--- src/rtl/intr_ctrl.sv ---
// Edge-triggered, maskable, fixed-priority interrupt controller with an IDLE/REQ/SERVICE handshake.
// Optional macro INTC_SYNC_EN adds a 2-flop synchroniser on every irq_src line.
module intr_ctrl #(
  parameter int N_SRC = 8,
  parameter int ID_W  = 3
) (
  input  logic             clk,
  input  logic             reset,
  input  logic [N_SRC-1:0] irq_src,
  input  logic             inta,
  input  logic             eoi,
  input  logic             mask_we,
  input  logic [N_SRC-1:0] mask_in,
  output logic [N_SRC-1:0] mask_out,
  output logic [N_SRC-1:0] pending,
  output logic             intr,
  output logic [ID_W-1:0]  irq_id,
  output logic [31:0]      cause,
  output logic             busy
);

  typedef enum logic [1:0] {
    ST_IDLE    = 2'd0,
    ST_REQ     = 2'd1,
    ST_SERVICE = 2'd2
  } state_t;

  state_t           r_state;
  state_t           w_state_nx;
  logic [N_SRC-1:0] w_src;
  logic [N_SRC-1:0] r_hist;
  logic [N_SRC-1:0] w_rise;
  logic [N_SRC-1:0] r_pending;
  logic [N_SRC-1:0] r_mask;
  logic [N_SRC-1:0] w_req_vec;
  logic [N_SRC-1:0] w_onehot;
  logic [N_SRC-1:0] w_clr;
  logic [ID_W-1:0]  w_winner;
  logic             w_any;
  logic [7:0]       w_onehot8;
  logic             r_intr;
  logic             w_intr_nx;
  logic             r_busy;
  logic             w_busy_nx;
  logic [31:0]      r_cause;
  logic [31:0]      w_cause_nx;
  logic [ID_W-1:0]  r_irq_id;
  logic [ID_W-1:0]  w_irq_id_nx;

`ifdef INTC_SYNC_EN
  logic [N_SRC-1:0] r_sync1;
  logic [N_SRC-1:0] r_sync2;

  always_ff @(posedge clk or negedge reset) begin
    if (!reset) begin
      r_sync1 <= '0;
      r_sync2 <= '0;
    end else begin
      r_sync1 <= irq_src;
      r_sync2 <= r_sync1;
    end
  end

  assign w_src = r_sync2;
`else
  assign w_src = irq_src;
`endif

  assign w_rise    = w_src & ~r_hist;
  assign w_req_vec = r_pending & ~r_mask;
  assign w_any     = |w_req_vec;
  assign w_onehot8 = 8'(w_onehot);
  // Only the acknowledged winner is cleared; a simultaneous new edge re-sets it below.
  assign w_clr     = ((r_state == ST_REQ) && inta) ? w_onehot : '0;

  always_comb begin
    w_winner = '0;
    w_onehot = '0;
    for (int i = N_SRC - 1; i >= 0; i--) begin
      if (w_req_vec[i]) begin
        w_winner    = ID_W'(i);
        w_onehot    = '0;
        w_onehot[i] = 1'b1;
      end else begin
        w_winner = w_winner;
      end
    end
  end

  always_ff @(posedge clk or negedge reset) begin
    if (!reset) begin
      r_hist    <= '0;
      r_pending <= '0;
      r_mask    <= '0;
    end else begin
      r_hist    <= w_src;
      r_pending <= (r_pending & ~w_clr) | w_rise;
      if (mask_we) begin
        r_mask <= mask_in;
      end
    end
  end

  always_comb begin
    w_state_nx  = r_state;
    w_intr_nx   = r_intr;
    w_busy_nx   = r_busy;
    w_cause_nx  = r_cause;
    w_irq_id_nx = r_irq_id;
    case (r_state)
      ST_IDLE: begin
        if (w_any) begin
          w_state_nx = ST_REQ;
          w_intr_nx  = 1'b1;
        end else begin
          w_intr_nx  = 1'b0;
        end
      end
      ST_REQ: begin
        if (inta && w_any) begin
          w_state_nx  = ST_SERVICE;
          w_intr_nx   = 1'b0;
          w_busy_nx   = 1'b1;
          w_irq_id_nx = w_winner;
          w_cause_nx  = {16'h0000, w_onehot8, 8'h00};
        end else if (!w_any) begin
          w_state_nx = ST_IDLE;
          w_intr_nx  = 1'b0;
        end else begin
          w_intr_nx  = 1'b1;
        end
      end
      ST_SERVICE: begin
        if (eoi) begin
          w_state_nx = ST_IDLE;
          w_busy_nx  = 1'b0;
          w_cause_nx = 32'h0000_0000;
        end else begin
          w_state_nx = ST_SERVICE;
        end
      end
      default: begin
        w_state_nx  = ST_IDLE;
        w_intr_nx   = 1'b0;
        w_busy_nx   = 1'b0;
        w_cause_nx  = 32'h0000_0000;
        w_irq_id_nx = '0;
      end
    endcase
  end

  always_ff @(posedge clk or negedge reset) begin
    if (!reset) begin
      r_state  <= ST_IDLE;
      r_intr   <= 1'b0;
      r_busy   <= 1'b0;
      r_cause  <= 32'h0000_0000;
      r_irq_id <= '0;
    end else begin
      r_state  <= w_state_nx;
      r_intr   <= w_intr_nx;
      r_busy   <= w_busy_nx;
      r_cause  <= w_cause_nx;
      r_irq_id <= w_irq_id_nx;
    end
  end

  // While requesting, the id tracks the live winner so a newly arrived higher-priority source shows at once.
  assign irq_id   = (r_state == ST_REQ) ? w_winner : r_irq_id;
  assign intr     = r_intr;
  assign busy     = r_busy;
  assign cause    = r_cause;
  assign pending  = r_pending;
  assign mask_out = r_mask;

endmodule

--- config.mk ---
export PLATFORM = sky130hd
export DESIGN_NAME = intr_ctrl
export DESIGN_NICKNAME = d
export VERILOG_FILES = /design/src/rtl/intr_ctrl.sv
export SDC_FILE = /design/constraint.sdc
export NUM_CORES = 1
export LEC_CHECK = 0
export CAP_MARGIN = 20
export CORE_UTILIZATION = 29
export DETAILED_ROUTE_END_ITERATION = 7
export SLEW_MARGIN = 40
export SYNTH_ARGS = -nofsm -noshare
export SYNTH_HDL_FRONTEND = slang
export SYNTH_SLANG_ARGS = --single-unit
--- constraint.sdc ---
create_clock -name clk -period 2.3 [get_ports clk]
set_input_delay 0.345 -clock clk [delete_from_list [all_inputs] [get_ports clk]]
set_output_delay 0.345 -clock clk [all_outputs]
set_load 0.05 [all_outputs]
==> out/qor.yml, run 1 <==
power:
  p_leak_nw: 1.09
  ir_worst_vdd_v: 0.000478
  power.density_nw_per_um2: 1080
detailed_routing:
  dr.first_iter.drc_count: 69
  routed_wirelength_um: 4160
  drc: 0
  dr.pass1.iters: 4
  drtAntennaViolNets: 0
  via_per_inst: 4.53
  wl_per_cell_um: 13.2
  num_vias: 1427
sta:
  slew_headroom_pct: 65.8
  whs_ns: 0.0209
  finalCriticalPeriod_ns: 2.11
  fin_tns_setup_ns: 0
  setup_viol: 0
  fmax_ghz: 0.473
  clock_skew_ns: 0.00466
  setup_ws_ns: 0.186
  drv_slew: 0
  period_share_pct: 91.9
  rsz0062_at_grt: "false"
  worstMarginPinSlew_ns: 0.511
  hold_viol: 0
cts:
  cts-root-buf: "clkbuf_8"
  htreeDepth: 2
  cts_buffers: 5
  ctsHoldBuffers: 0
  cts_sinks: 39
  cts_resized: 0
  cts_setup_buffers: 0
  cts_max_path_buffers: 2
  clk_pin_slew_worst_paths_ns: 0.07
  clk-insertion-delay-late_ns: 0.29
  cts_tree: "done"
cells_and_area:
  n_fill_cell: 635
  drive_gt1_share_pct: 11.8
  nNetsFinal: 259
  diodes: 0
  utilization_pct: 39.5
  syn_to_final_growth_pct: 31.8
floorplanning:
  io_pins: 74
  die_x_um: 83.0
  die_y_um: 83.0
  floorplan.initialDensity_pct: 30.0
  rows: 29
  die_area_um2: 6890
  core_area_um2: 6350
logic_synthesis:
  async_reset_ff_share_pct: 100
  synth-seq-area-share_pct: 51.3
  synth_edf_count: 0
  netlist_area_um2: 1900
  avgSynthCellArea_um2: 10.3
  syn_inst: 185
  synth_seq_cells: 39
  yosysWarnings: 0
  ys.flop_type: "dfrtp_1"
  ys_types: 32
global_route:
  grt_pass1_wl_um: 6890
  gr-total-overflow: 0
  grt_usage_pct: 12.6
  grt_max_degree: 40
  antenna_found_initial: 0
  grt_pass1_vias: 1379
min_path:
  hold_class: "input pin to async pin"
run:
  drv_cap: 0
critical_path:
  worstPathRequired_ns: 1.96
  path_class: "register to output port"
  path_max_fanout: 4
  end_kind: "output port"
  worstSetupStartpointType: "register"
  crit_arrival_ns: 1.77
outcome:
  status: "completed"
place:
  finalWeightedCongestion: 0.827
  port_buffers: 49
  place_ws_ns: 0.401
  dp_hpwl_um: 3170
## cells by family (layout without fill, tap and decap cells)
kind of cell / count (synthesis) / after routing / synth area share, %
buffers and inverters: 38 / 68 / 12.4
AND/OR/NAND/NOR: 59 / 59 / 17.4
multiplexers: 8 / 8 / 4.73
AO/OA/AOI/OAI: 40 / 40 / 13.9
other: 1 / 24 / 0.197
flip-flops: 39 / 39 / 51.3
## worst paths after layout
path | from | endpoint | slack [ns] | cells after the start
max | pending[4]$_DFF_PN0_ | irq_id[1] | 0.19 | 5
min | reset | cause[13]$_DFFE_PN0P_ | 0.02 | 1
max reg2reg | r_state[1]$_DFFE_PN0P_ | pending[5]$_DFF_PN0_ | 0.64 | 4
min reg2reg | r_hist[0]$_DFF_PN0_ | pending[0]$_DFF_PN0_ | 0.42 | 1
max in group asynchronous | reset | pending[0]$_DFF_PN0_ | 1.94 | 1
min in group clk | r_hist[0]$_DFF_PN0_ | pending[0]$_DFF_PN0_ | 0.42 | 1
## power by group
part,switching (W),internal [W]
clock network,0.000227,0.000235
registers,0.000132,0.000816
logic,0.000839,0.000462
## cells in the final DEF, fill, tap and decap left out, types with 2 or more instances in the layout
cell type,count
clkdlybuf4s50_1,45
dfrtp_1,39
conb_1,24
nand2_1,21
inv_1,11
nand2b_1,10
o21ai_0,10
mux2_2,8
o21ai_1,7
nor2_1,6
clkbuf_8,6
a22o_1,5
nor2b_1,4
a21oi_1,4
nand3_1,4
nand4_1,4
o22ai_1,4
buf_12,3
nor2b_2,2
a211oi_1,2
nor3_1,2
nand3b_1,2
buf_4,2
## layout make-up
type	count	area, um2	area share (%)
Tap cell	77	96.3	3.84
Multi-Input combinational cell	131	782	31.2
Clock inverter	1	5.00	0.200
Sequential cell	39	976	38.9
Timing Repair Buffer	50	526	20.9
Clock buffer	6	82.6	3.29
Inverter	11	41.3	1.65
## worst max-delay path, cell delays in order, from the launching register on
cell and delay (ns):
dfrtp_1 0.39, nor2b_1 0.29, a211oi_1 0.10, o31ai_1 0.35
nand2_1 0.16, buf_12 0.18
## sequential cells by signal (all words and copies together) (netlist names)
signal / cells
mask_out: 8
busy: 1
pending: 8
r_state: 2
r_irq_id: 3
intr: 1
r_hist: 8
cause: 8
## cell usage after synthesis (2+ instances only)
cell type	n	share of area, %
nor2_1	6	1.2
nand2_1	21	4.1
inv_1	11	2.2
clkbuf_1	2	0.39
a22o_1	5	2.3
dfrtp_1	39	51
o21ai_0	11	2.9
nand4_1	4	1.3
nand2b_1	10	3.3
mux2_2	8	4.7
o21ai_1	6	1.6
o31ai_1	2	0.79
a21oi_1	4	1.1
o22ai_1	4	1.3
nor3_1	2	0.53
nor2b_1	4	1.3
nand3_1	4	1.1
buf_4	25	9.9
nand3b_1	2	0.79
a211oi_1	2	0.79
nor2b_2	2	0.92
## metal layers
metal  vias to the layer above  GRT usage, %  share of wire [%]
met5                         -             0                  0
met4                         0          3.29                1.0
met3                         5          4.27                6.0
met2                        53          19.4                 44
met1                       677          16.9                 49
li1                        692             -                  -
## through the flow
stage / total power [W] / cell area (um2) / cells
after floorplan: 0.00183 / 1990 / 208
after global placement: 0.00225 / 2420 / 308
after detailed placement: 0.00226 / 2420 / 308
after CTS: 0.00274 / 2510 / 315
after global routing: 0.00286 / 2510 / 315
final: 0.00271 / 2510 / 315
No activity file was read; power rests on OpenSTA's default activity.
==> inputs of run 2 (changes only) <==
SKIP_LAST_GASP = 1   (was not set)
==> results of run 2 <==
Same layout as run 1: the final DEF is identical, and so are final timing and power.
